--- src/rtl/val2_shift_sequencer.sv ---
// Iterative Val2 shifter: an FSM steps a shift register one bit (or two for
// rotated immediates) per clock, yielding the operand, ARM carry-out and a stall.
module val2_shift_sequencer #(
  parameter int WIDTH = 32
) (
  input  logic             clk,
  input  logic             rst_n,
  input  logic             start,
  input  logic             flush,
  input  logic [WIDTH-1:0] rm,
  input  logic [11:0]      shift_operand,
  input  logic             immd,
  input  logic             is_mem_command,
  input  logic             c_in,
  output logic [WIDTH-1:0] val2_out,
  output logic             carry_out,
  output logic             valid,
  output logic             busy,
  output logic             stall
);

  typedef enum logic [1:0] {
    S_IDLE  = 2'd0,
    S_SHIFT = 2'd1,
    S_DONE  = 2'd2
  } state_t;

  localparam logic [2:0] M_LSL  = 3'd0;
  localparam logic [2:0] M_LSR  = 3'd1;
  localparam logic [2:0] M_ASR  = 3'd2;
  localparam logic [2:0] M_ROR  = 3'd3;
  localparam logic [2:0] M_ROR2 = 3'd4;

  state_t           state_q, state_d;
  logic [WIDTH-1:0] acc_q, acc_d;
  logic [4:0]       cnt_q, cnt_d;
  logic [2:0]       mode_q, mode_d;
  logic             cflag_q, cflag_d;
  logic [WIDTH-1:0] val2_q, val2_d;
  logic             carry_q, carry_d;
  logic             valid_q, valid_d;
  logic             busy_q, busy_d;

  logic             load_s;
  logic [WIDTH-1:0] load_acc_s;
  logic [2:0]       load_mode_s;
  logic [4:0]       load_n_s;

  // Decode the operand form captured at load time.
  always_comb begin
    load_s = (state_q == S_IDLE) && start && !flush;
    if (is_mem_command) begin
      load_acc_s  = {{(WIDTH-12){1'b0}}, shift_operand};
      load_mode_s = M_LSL;
      load_n_s    = 5'd0;
    end else if (immd) begin
      load_acc_s  = {{(WIDTH-8){1'b0}}, shift_operand[7:0]};
      load_mode_s = M_ROR2;
      load_n_s    = {1'b0, shift_operand[11:8]};
    end else begin
      load_acc_s  = rm;
      load_mode_s = {1'b0, shift_operand[6:5]};
      load_n_s    = shift_operand[11:7];
    end
  end

  // State register.
  always_ff @(posedge clk or negedge rst_n) begin
    if (!rst_n) begin
      state_q <= S_IDLE;
    end else begin
      state_q <= state_d;
    end
  end

  // Next-state logic; flush overrides every transition.
  always_comb begin
    state_d = state_q;
    if (flush) begin
      state_d = S_IDLE;
    end else begin
      case (state_q)
        S_IDLE: begin
          if (start) begin
            state_d = (load_n_s != 5'd0) ? S_SHIFT : S_DONE;
          end else begin
            state_d = S_IDLE;
          end
        end
        S_SHIFT: begin
          if (cnt_q == 5'd1) begin
            state_d = S_DONE;
          end else begin
            state_d = S_SHIFT;
          end
        end
        S_DONE:  state_d = S_IDLE;
        default: state_d = S_IDLE;
      endcase
    end
  end

  // Shift datapath: load on accepted start, one step per SHIFT cycle.
  always_comb begin
    acc_d   = acc_q;
    cnt_d   = cnt_q;
    mode_d  = mode_q;
    cflag_d = cflag_q;
    if (load_s) begin
      acc_d   = load_acc_s;
      cnt_d   = load_n_s;
      mode_d  = load_mode_s;
      cflag_d = c_in;
    end else if ((state_q == S_SHIFT) && !flush) begin
      cnt_d = cnt_q - 5'd1;
      case (mode_q)
        M_LSL: begin
          cflag_d = acc_q[WIDTH-1];
          acc_d   = {acc_q[WIDTH-2:0], 1'b0};
        end
        M_LSR: begin
          cflag_d = acc_q[0];
          acc_d   = {1'b0, acc_q[WIDTH-1:1]};
        end
        M_ASR: begin
          cflag_d = acc_q[0];
          acc_d   = {acc_q[WIDTH-1], acc_q[WIDTH-1:1]};
        end
        M_ROR: begin
          cflag_d = acc_q[0];
          acc_d   = {acc_q[0], acc_q[WIDTH-1:1]};
        end
        M_ROR2: begin
          cflag_d = acc_q[1];
          acc_d   = {acc_q[1:0], acc_q[WIDTH-1:2]};
        end
        default: begin
          cflag_d = cflag_q;
          acc_d   = acc_q;
        end
      endcase
    end else begin
      cnt_d = cnt_q;
    end
  end

  // Output logic: result and valid publish together as DONE retires.
  always_comb begin
    val2_d  = val2_q;
    carry_d = carry_q;
    valid_d = 1'b0;
    busy_d  = (state_d == S_SHIFT);
    if ((state_q == S_DONE) && !flush) begin
      val2_d  = acc_q;
      carry_d = cflag_q;
      valid_d = 1'b1;
    end else begin
      valid_d = 1'b0;
    end
  end

  // Datapath and output registers.
  always_ff @(posedge clk or negedge rst_n) begin
    if (!rst_n) begin
      acc_q   <= '0;
      cnt_q   <= 5'd0;
      mode_q  <= 3'd0;
      cflag_q <= 1'b0;
      val2_q  <= '0;
      carry_q <= 1'b0;
      valid_q <= 1'b0;
      busy_q  <= 1'b0;
    end else begin
      acc_q   <= acc_d;
      cnt_q   <= cnt_d;
      mode_q  <= mode_d;
      cflag_q <= cflag_d;
      val2_q  <= val2_d;
      carry_q <= carry_d;
      valid_q <= valid_d;
      busy_q  <= busy_d;
    end
  end

  assign val2_out  = val2_q;
  assign carry_out = carry_q;
  assign valid     = valid_q;
  assign busy      = busy_q;
  assign stall     = busy_q;

endmodule

--- config.mk ---
export PLATFORM = sky130hd
export DESIGN_NAME = val2_shift_sequencer
export DESIGN_NICKNAME = d
export VERILOG_FILES = /design/src/rtl/val2_shift_sequencer.sv
export SDC_FILE = /design/constraint.sdc
export NUM_CORES = 1
export LEC_CHECK = 0
export CAP_MARGIN = 25
export CORE_ASPECT_RATIO = 0.7
export CORE_MARGIN = 8
export CORE_UTILIZATION = 52
export DETAILED_ROUTE_END_ITERATION = 12
export GPL_TIMING_DRIVEN = 0
export MAX_ROUTING_LAYER = met4
export PLACE_DENSITY = 0.78
export SYNTH_ARGS = -nofsm -noshare
export SYNTH_HDL_FRONTEND = slang
export SYNTH_SLANG_ARGS = --single-unit
--- constraint.sdc ---
create_clock -name clk -period 2.3 [get_ports clk]
set_input_delay 0.345 -clock clk [delete_from_list [all_inputs] [get_ports clk]]
set_output_delay 0.345 -clock clk [all_outputs]
set_load 0.005 [all_outputs]
==> run_results.csv, run 1 <==
group,metric,value,unit
synth,flop_and_latch_count_out_of_synthesis,78,
routing,drtAntennaViolNets,0,
power_and_ir_drop,p_switching,2.03,mW
timing,final_max_slew_viol_count,0,
clocking,htree_num_levels,3,
cells_and_area,layout_common_cells,"clkdlybuf4s50_1 (84), dfrtp_1 (78), o21ai_0 (55), mux2_2 (41), clkbuf_1 (28)",
power_and_ir_drop,static-leakage-power,2.39,nW
routing,detail_route.wl_per_cell,20.7,microns
floorplanning,start_util,0.525,
clocking,clockRootBuffer,"clkbuf_16",
floorplanning,core,8300,sq um
clocking,cts_num_sinks,78,
global_routing,grtUsageTotal,0.237,
synth,synthesis.instances,430,
run,max-cap-violations,0,
setup_path,slowest_delay,790,ps
clocking,clock_insertion_delay_worst_skew,340,ps
global_routing,grt_overflow_total,0,
timing,report.final.setup_viol,0,
synth,synthesis.nets,483,
setup_path,worst-setup-path-type,"in -> reg",
routing,viasPerCell,6.42,
setup_path,setup.worst_path.start_class,"input port",
routing,post-route-drc-count,0,
synth,post_synth.cell_area_avg,10.1,sq um
timing,grt_setup_unrepaired,"false",
clocking,ctsLongestPathBuffers,2,
routing,drt_wirelength,13.2,mm
synth,number_of_synthesized_flops_with_an_enable_pin,0,
timing,final_hold_viol_count,0,
floorplanning,chipWidth,125,microns
timing,clock.fmax,451,MHz
clocking,clkSlewWorstSetupHoldPaths,60,ps
timing,final_min_period_over_clock_period,0.963,
setup_path,timing.critical_path.to_type,"register",
synth,synth.distinct_cells,44,
cells_and_area,layout.cells.most_common,"clkdlybuf4s50_1",
power_and_ir_drop,worst_ir_drop_vdd,0.537,mV
floorplanning,ports,87,
power_and_ir_drop,power.clock.fraction,0.237,
power_and_ir_drop,power_per_cell_area,1070,nW/um^2
setup_path,crit_family,"compound AO/OA/AOI/OAI gates",
floorplanning,die_height,92.6,microns
worst_hold_path,hold_class,"in -> reg",
synth,postSynth.asyncResetShare,1.00,
power_and_ir_drop,power.combinational.fraction,0.367,
setup_path,cp.required,2550,ps
cells_and_area,filler_cell_count,656,
placed_design,place_congestion,0.895,
cells_and_area,num-nets-final,581,
timing,worst_pin_slew,1010,ps
setup_path,cp_data_arrival_time,2460,ps
global_routing,grt_pass1_vias,4089,
timing,layout_min_cycle_time,2220,ps
setup_path,worst_path_buf_inv,2,
clocking,clock_tree_from_tritoncts,"built",
power_and_ir_drop,share_seq_of_total_power,0.396,
power_and_ir_drop,power.internal,4.06,mW
synth,post_synth_instance_area,4360,sq um
floorplanning,rows,28,
placed_design,port_buffers,85,
timing,skew,6.19,ps
global_routing,antenna_found_initial,0,
synth,synthFlopType,"dfrtp_1",
cells_and_area,share_of_post_route_cells_with_drive_strength_above_1,0.152,
placed_design,detailedPlacementHpwl,9.80,mm
timing,hold_ws,488,ps
cells_and_area,diodes,0,
floorplanning,die_outline_area,11600,sq um
routing,drtPass1Iterations,5,
synth,ys_seq_area_frac,0.448,
global_routing,maximum_number_of_pins_on_one_net_before_global_route_repair,46,
routing,detailroute.via_count,4097,
global_routing,grt_pass1_wl,21.4,mm
setup_path,critical_path.max_fanout,10,
synth,synthesis.yosys.warnings,0,
cells_and_area,syn_to_layout_area_delta,30.4,%
timing,timing.slew.headroom,0.321,
timing,timing.setup.tns,0,ps
status,status,"finished, final reports clean",
clocking,numCtsBuffers,9,
routing,initialDrtViolationCount,451,
setup_path,crit_path_cell_trace,"clkdlybuf4s50_1, or2_2, buf_2, a311oi_1, o22ai_1, nor2_1",
power_and_ir_drop,switching_share,0.334,
setup_path,critical_path.slowest_cell,"a311oi_1",
-- sequential cells by signal, summed over array words and instances, names as in the netlist --
signal,count
busy,1
acc_q,32
mode_q,3
valid,1
cnt_q,5
carry_out,1
cflag_q,1
val2_out,32
state_q,2
-- per-layer routing --
| metal | share of wire | routed length [microns] | GRT usage |
|---|---|---|---|
| met2 | 0.45 | 5900 | 0.350 |
| met3 | 0.077 | 1010 | 0.0488 |
| met1 | 0.46 | 6110 | 0.325 |
| met5 | 0 | 0 | - |
| met4 | 0.014 | 183 | 0.0616 |
-- final timing paths --
kind / startpoint / to / slack [ps] / cells after the start
worst max-delay path: flush / acc_q[6] / 80 / 6
max in group asynchronous: rst_n / val2_out[28] / 1220 / 3
worst max register to register: mode_q[2] / acc_q[25] / 110 / 5
worst min register to register: cnt_q[3] / cnt_q[3] / 500 / 1
min in group asynchronous: rst_n / acc_q[5] / 510 / 2
worst min-delay path: immd / mode_q[2] / 490 / 3
-- layout make-up --
class                   count  area, sq um  area share
repair buffers             87          886       0.156
inverters                   5         18.8     0.00330
well taps                 105          131      0.0231
flip-flops and latches     78         1950       0.344
plain buffers              43          213      0.0374
clock buffers              11          243      0.0427
clock inverters             5         58.8      0.0104
multi-input cells         304         2180       0.383
-- power by group through the flow --
| stage | clock network, mW | logic (mW) | registers, mW |
|---|---|---|---|
| after detailed placement | 0 | 2.21 | 2.42 |
| after floorplan | 0 | 1.18 | 2.28 |
| after CTS | 1.45 | 2.23 | 2.40 |
| final | 1.44 | 2.23 | 2.41 |
| after global routing | 1.52 | 2.44 | 2.49 |
| after global placement | 0 | 2.14 | 2.37 |
-- cell families (layout without fill, tap and decap cells) --
group                    count (synthesis)  count (layout)  synth area share
multiplexers                            52              52             0.131
AND/OR/NAND/NOR                        104             104             0.132
AO/OA/AOI/OAI                          145             145             0.227
buffers and inverters                   48             151            0.0531
adder cells (fa/ha/maj)                  2               2           0.00574
flip-flops                              78              78             0.448
XOR/XNOR                                 1               1           0.00201
-- cells in the mapped netlist, types with 2 or more instances --
cell type | count | area, sq um
a21oi_1 | 9 | 45.0
o211ai_1 | 26 | 195
a31oi_1 | 4 | 25.0
nand3_1 | 5 | 25.0
dfrtp_1 | 78 | 1950
o311a_1 | 2 | 20.0
a311oi_1 | 3 | 26.3
nor2_1 | 21 | 78.8
mux2i_1 | 11 | 110
o31ai_1 | 5 | 37.5
nand2b_1 | 3 | 18.8
ha_1 | 2 | 25.0
buf_4 | 3 | 22.5
inv_1 | 5 | 18.8
a22oi_1 | 5 | 37.5
clkbuf_1 | 27 | 101
or2_2 | 2 | 12.5
and3_1 | 20 | 125
a221o_1 | 25 | 250
nand2_1 | 14 | 52.6
or3_1 | 23 | 144
buf_6 | 4 | 45.0
buf_2 | 8 | 40.0
mux2_2 | 41 | 462
nor3_1 | 4 | 20.0
nand3b_1 | 3 | 22.5
o22ai_1 | 6 | 37.5
o21ai_0 | 55 | 275
-- worst min-delay path, delay by kind of cell --
family,cells,cell delay [ps]
AND/OR/NAND/NOR,1,140
buffers and inverters,1,190
AO/OA/AOI/OAI,1,90
-- timing repair --
| item | in CTS | in global routing |
|---|---|---|
| gates resized for setup | 0 | 2 |
| setup buffers | 0 | 0 |
| hold endpoints to repair | 33 | 0 |
| hold buffers | 1 | 0 |
| endpoints found under the setup margin | 0 | 4 |
-- through the flow --
| step | worst slack (ps) | area (sq um) | util | power (mW) | cells |
|---|---|---|---|---|---|
| floorplan | 413 | 4360 | - | 3.45 | 430 |
| finish | 84.2 | 5680 | 0.684 | 6.09 | 638 |
| global placement | -1790 | 5340 | 0.643 | 4.51 | 620 |
| detailed placement | -282 | 5360 | 0.646 | 4.62 | 621 |
| CTS | 50.0 | 5680 | 0.684 | 6.08 | 638 |
| global route | 12.1 | 5680 | 0.684 | 6.44 | 638 |
No activity file was read; power rests on OpenSTA's default activity.
==> run 2, diff against run 1 <==
--- a/config.mk
+++ b/config.mk
@@ -12,7 +12,7 @@
 export DETAILED_ROUTE_END_ITERATION = 12
 export GPL_TIMING_DRIVEN = 0
 export MAX_ROUTING_LAYER = met4
-export PLACE_DENSITY = 0.78
+export PLACE_DENSITY_LB_ADDON = 0.25
 export SYNTH_ARGS = -nofsm -noshare
 export SYNTH_HDL_FRONTEND = slang
 export SYNTH_SLANG_ARGS = --single-unit
==> run_results.csv, run 2 (synthesis results as in run 1) <==
group,metric,value,unit
placed_design,place_congestion,0.959,
clocking,cts_num_sinks,78,
cells_and_area,layout_common_cells,"clkdlybuf4s50_1 (84), dfrtp_1 (78), o21ai_0 (55), mux2_2 (41)",
power_and_ir_drop,share_seq_of_total_power,0.389,
routing,drtPass1Iterations,7,
timing,layout_min_cycle_time,2150,ps
global_routing,grtUsageTotal,0.244,
power_and_ir_drop,power.combinational.fraction,0.364,
placed_design,placed_cells,621,
global_routing,grt_pass1_wl,22.0,mm
cells_and_area,layout.cells.most_common,"clkdlybuf4s50_1",
power_and_ir_drop,worst_ir_drop_vdd,0.589,mV
routing,initialDrtViolationCount,404,
placed_design,place_ws,-283,ps
floorplanning,start_util,0.525,
cells_and_area,share_of_post_route_cells_with_drive_strength_above_1,0.158,
timing,fin_ws,151,ps
floorplanning,chipWidth,125,microns
setup_path,reg2reg_to,"carry_out",
setup_path,critical_path.max_fanout,10,
floorplanning,die_height,92.6,microns
global_routing,grt_pass1_vias,4110,
placed_design,port_buffers,85,
timing,final_max_slew_viol_count,0,
global_routing,grt_overflow_total,0,
setup_path,reg2reg_depth,4,
setup_path,critPathMostFrequentCell,"clkbuf_1",
timing,skew,7.61,ps
cells_and_area,syn_to_layout_area_delta,30.9,%
routing,detailroute.via_count,4030,
clocking,clock_tree_from_tritoncts,"built",
timing,report.final.setup_viol,0,
cells_and_area,diodes,0,
clocking,ctsLongestPathBuffers,2,
floorplanning,core,8300,sq um
cells_and_area,postLayoutCoreUtil,0.687,
setup_path,worst_path_buf_inv,3,
cells_and_area,layoutNonFillerInstCount,638,
power_and_ir_drop,total_power,6.18,mW
clocking,clkSlewWorstSetupHoldPaths,60,ps
floorplanning,rows,28,
setup_path,timing.rr.start,"state_q[0]",
setup_path,timing.critical_path.to,"acc_q[0]",
global_routing,antenna_found_initial,0,
setup_path,setup.worst_path.start_class,"input port",
routing,drtAntennaViolNets,0,
routing,viasPerCell,6.32,
routing,drt_wirelength,13.3,mm
setup_path,cp.required,2520,ps
cells_and_area,num-nets-final,581,
worst_hold_path,hold_class,"in -> async",
setup_path,worst-setup-path-type,"in -> reg",
timing,timing.setup.tns,0,ps
setup_path,critical_path.slowest_cell,"or4b_2",
setup_path,slowest_delay,610,ps
timing,final_min_period_over_clock_period,0.935,
setup_path,cp_data_arrival_time,2370,ps
setup_path,timing.critical_path.to_type,"register",
floorplanning,die_outline_area,11600,sq um
run,max-cap-violations,0,
timing,worst_pin_slew,665,ps
status,status,"finished, final reports clean",
clocking,clockRootBuffer,"clkbuf_16",
global_routing,maximum_number_of_pins_on_one_net_before_global_route_repair,66,
timing,final_hold_viol_count,0,
setup_path,crit_family,"buffers and inverters",
floorplanning,ports,87,
timing,timing.slew.headroom,0.555,
clocking,clock_insertion_delay_worst_skew,340,ps
power_and_ir_drop,switching_share,0.330,
clocking,htree_num_levels,3,
timing,clock.fmax,465,MHz
timing,grt_setup_unrepaired,"false",
power_and_ir_drop,p_switching,2.04,mW
placed_design,detailedPlacementHpwl,9.48,mm
setup_path,crit_path_cell_trace,"clkdlybuf4s50_1, or4b_2, clkbuf_1, clkbuf_1, a211oi_1, o31ai_1",
setup_path,critical_path_cell_count,6,
clocking,post-cts-setup-buffer-count,0,
routing,detail_route.wl_per_cell,20.9,microns
power_and_ir_drop,power.clock.fraction,0.247,
setup_path,crit_start,"start",
power_and_ir_drop,power_per_cell_area,1080,nW/um^2
power_and_ir_drop,static-leakage-power,2.41,nW
setup_path,setup.reg_to_reg.worst_slack,180,ps
routing,post-route-drc-count,0,
power_and_ir_drop,power.internal,4.14,mW
clocking,numCtsBuffers,9,
## run 2: area by class of cell
type | instances | area [sq um]
Buffer | 43 | 215
Multi-Input combinational cell | 304 | 2180
Inverter | 5 | 18.8
Clock inverter | 6 | 86.3
Tap cell | 105 | 131
Clock buffer | 10 | 229
Fill cell | 644 | 2600
Timing Repair Buffer | 87 | 886
Sequential cell | 78 | 1950
## run 2: stage by stage
step / area [sq um] / hold WS (ps)
detailed placement: 5360 / 214
floorplan: 4360 / 49.4
finish: 5700 / 401
global placement: 5340 / 481
CTS: 5690 / 408
global route: 5700 / 416
## run 2: routing by layer
layer	part of all wire	routed length (microns)	global-route usage
met3	0.079	1050	0.0602
met4	0.017	227	0.0817
met1	0.47	6260	0.339
met2	0.43	5770	0.342
met5	0	0	-
## run 2: worst min-delay path by stage
stage	from	to	depth (start not counted)
final	rst_n	valid	2
after floorplan	rst_n	acc_q[0]	0
after global placement	cnt_q[3]	cnt_q[3]	1
after detailed placement	rst_n	valid	1
after CTS	rst_n	val2_out[10]	2
after global routing	rst_n	val2_out[10]	2
## run 2: timing repair
action / in CTS / in global routing
hold endpoints to repair: 13 / 0
hold buffers: 1 / 0
setup endpoints to repair: 0 / 9
resized for setup: 0 / 7
## run 2: power by group through the flow
stage	Clock [mW]	Combinational, mW	Sequential (mW)
final	1.52	2.25	2.41
after global routing	1.59	2.45	2.47
after CTS	1.53	2.23	2.39
after detailed placement	0	2.20	2.40
after global placement	0	2.13	2.37
after floorplan	0	1.18	2.28
==> run 3, diff against run 2 <==
--- a/config.mk
+++ b/config.mk
@@ -8,7 +8,7 @@
 export CAP_MARGIN = 25
 export CORE_ASPECT_RATIO = 0.7
 export CORE_MARGIN = 8
-export CORE_UTILIZATION = 52
+export CORE_UTILIZATION = 30
 export DETAILED_ROUTE_END_ITERATION = 12
 export GPL_TIMING_DRIVEN = 0
 export MAX_ROUTING_LAYER = met4
==> run_results.csv, run 3 (synthesis results as in run 1) <==
group,metric,value,unit
status,status,"finished, final reports clean",
cells_and_area,num-nets-final,581,
routing,wl_on_met1,6.76,mm
cells_and_area,share_of_post_route_cells_with_drive_strength_above_1,0.156,
routing,drt_wirelength,14.0,mm
routing,route.met2.wl,5.91,mm
power_and_ir_drop,static-leakage-power,2.40,nW
timing,final_hold_viol_count,0,
setup_path,cp.required,2520,ps
placed_design,place_congestion,0.846,
clocking,clock_tree_from_tritoncts,"built",
setup_path,worst-setup-path-type,"reg -> reg",
clocking,numCtsBuffers,9,
timing,clock.fmax,453,MHz
clocking,ctsLongestPathBuffers,2,
floorplanning,chipWidth,160,microns
floorplanning,start_util,0.302,
setup_path,setup.worst_path.start_class,"register",
worst_hold_path,hold_class,"in -> reg",
timing,grt_setup_unrepaired,"false",
floorplanning,core,14400,sq um
routing,viasPerCell,5.45,
routing,drtPass1Iterations,5,
routing,detailroute.via_count,3968,
cells_and_area,final_design_area_no_fill,5820,sq um
global_routing,antenna_found_initial,0,
clocking,clockRootBuffer,"clkbuf_16",
global_routing,grt_pass1_vias,4072,
timing,worst_pin_slew,720,ps
timing,final_min_period_over_clock_period,0.961,
clocking,htree_num_levels,3,
clocking,clock_insertion_delay_worst_skew,340,ps
floorplanning,rows,37,
power_and_ir_drop,worst_ir_drop_vdd,0.450,mV
floorplanning,die_height,117,microns
placed_design,port_buffers,85,
cells_and_area,layout.cells.most_common,"clkdlybuf4s50_1",
routing,drtAntennaViolNets,0,
timing,timing.setup.tns,0,ps
clocking,clkSlewWorstSetupHoldPaths,60,ps
routing,top_layer,"met4",
setup_path,critical_path.slowest_cell,"clkbuf_1",
clocking,cts_num_sinks,78,
setup_path,critical_path.max_fanout,10,
floorplanning,ports,87,
cells_and_area,diodes,0,
global_routing,maximum_number_of_pins_on_one_net_before_global_route_repair,42,
routing,detail_route.wl_per_cell,19.2,microns
timing,hold_ws,494,ps
setup_path,slowest_delay,470,ps
placed_design,place_area,5470,sq um
timing,report.final.setup_viol,0,
timing,layout_min_cycle_time,2210,ps
cells_and_area,syn_to_layout_area_delta,33.6,%
setup_path,crit_path_cell_trace,"clkbuf_1, clkbuf_1, clkbuf_1, o21ai_0, a221o_1",
floorplanning,die_outline_area,18700,sq um
global_routing,grt_overflow_total,0,
setup_path,cp_data_arrival_time,2430,ps
timing,skew,8.44,ps
placed_design,detailedPlacementHpwl,10.5,mm
timing,timing.slew.headroom,0.518,
global_routing,grtUsageTotal,0.157,
timing,final_max_slew_viol_count,0,
routing,initialDrtViolationCount,419,
setup_path,timing.critical_path.to_type,"register",
setup_path,critPathMostFrequentCell,"clkbuf_1",
routing,post-route-drc-count,0,
run,max-cap-violations,0,
global_routing,grt_pass1_wl,22.6,mm
routing,route.met3.wl,1.21,mm
power_and_ir_drop,power_per_cell_area,1060,nW/um^2
cells_and_area,layout_common_cells,"clkdlybuf4s50_1 (84), dfrtp_1 (78), o21ai_0 (55), mux2_2 (41), clkbuf_1 (27)",
power_and_ir_drop,total_power,6.19,mW
run 3: cell types whose count changed in the layout (fill, tap and decap cells not counted):
cell	previous run	this run
nor3_2	1	0
clkbuf_1	26	27
nor3_4	0	1
buf_16	1	0
buf_12	0	1
clkbuf_2	2	1
clkinv_2	2	1
clkinv_4	1	0
inv_6	0	1
clkbuf_8	0	1
run 3: cell type report:
cell class,count,area (sq um)
plain buffers,43,214
clock buffers,11,243
clock inverters,5,81.3
fillers,1408,8620
inverters,5,18.8
multi-input cells,304,2190
flip-flops and latches,78,1950
well taps,195,244
repair buffers,87,878
run 3: worst paths after layout:
path / slack (ps) / endpoint / depth (start not counted) / from
setup reg to reg: 90 / acc_q[25] / 5 / mode_q[2]
hold / removal: 490 / mode_q[2] / 3 / immd
hold reg to reg: 500 / cnt_q[3] / 1 / cnt_q[3]
min in group asynchronous: 520 / val2_out[2] / 2 / rst_n
max in group asynchronous: 1170 / val2_out[24] / 3 / rst_n
setup / recovery: 90 / acc_q[25] / 5 / mode_q[2]
run 3: stage by stage:
| stage | utilization | std cells | worst slack, ps |
|---|---|---|---|
| after floorplan | - | 430 | 413 |
| after global placement | 0.377 | 710 | -1900 |
| after detailed placement | 0.379 | 711 | -328 |
| after CTS | 0.402 | 728 | 31.0 |
| after global routing | 0.403 | 728 | 2.65 |
| final | 0.403 | 728 | 90.8 |
run 3: power breakdown:
group / internal [mW] / total (mW) / switching [mW]
Sequential: 1.90 / 2.42 / 0.515
Clock: 0.982 / 1.56 / 0.577
Combinational: 1.28 / 2.22 / 0.933
Total: 4.17 / 6.19 / 2.03
run 3: worst max-delay path: cells and delay by family (launching register included):
kind	cells	cell delay, ps
compound gates	2	590
buf+inv	3	1180
flops	1	320
run 3: repair_timing:
| action | in CTS | in global routing |
|---|---|---|
| resized for setup | 0 | 6 |
| endpoints found under the hold margin | 37 | 0 |
| endpoints found under the setup margin | 0 | 27 |
| buffers inserted | 0 | 0 |
| hold buffers | 1 | 0 |
run 3: layer usage:
layer | GRT usage | vias up
met5 | - | -
met4 | 0.0298 | 0
met3 | 0.0465 | 11
met2 | 0.217 | 183
met1 | 0.224 | 1923
li1 | - | 1851
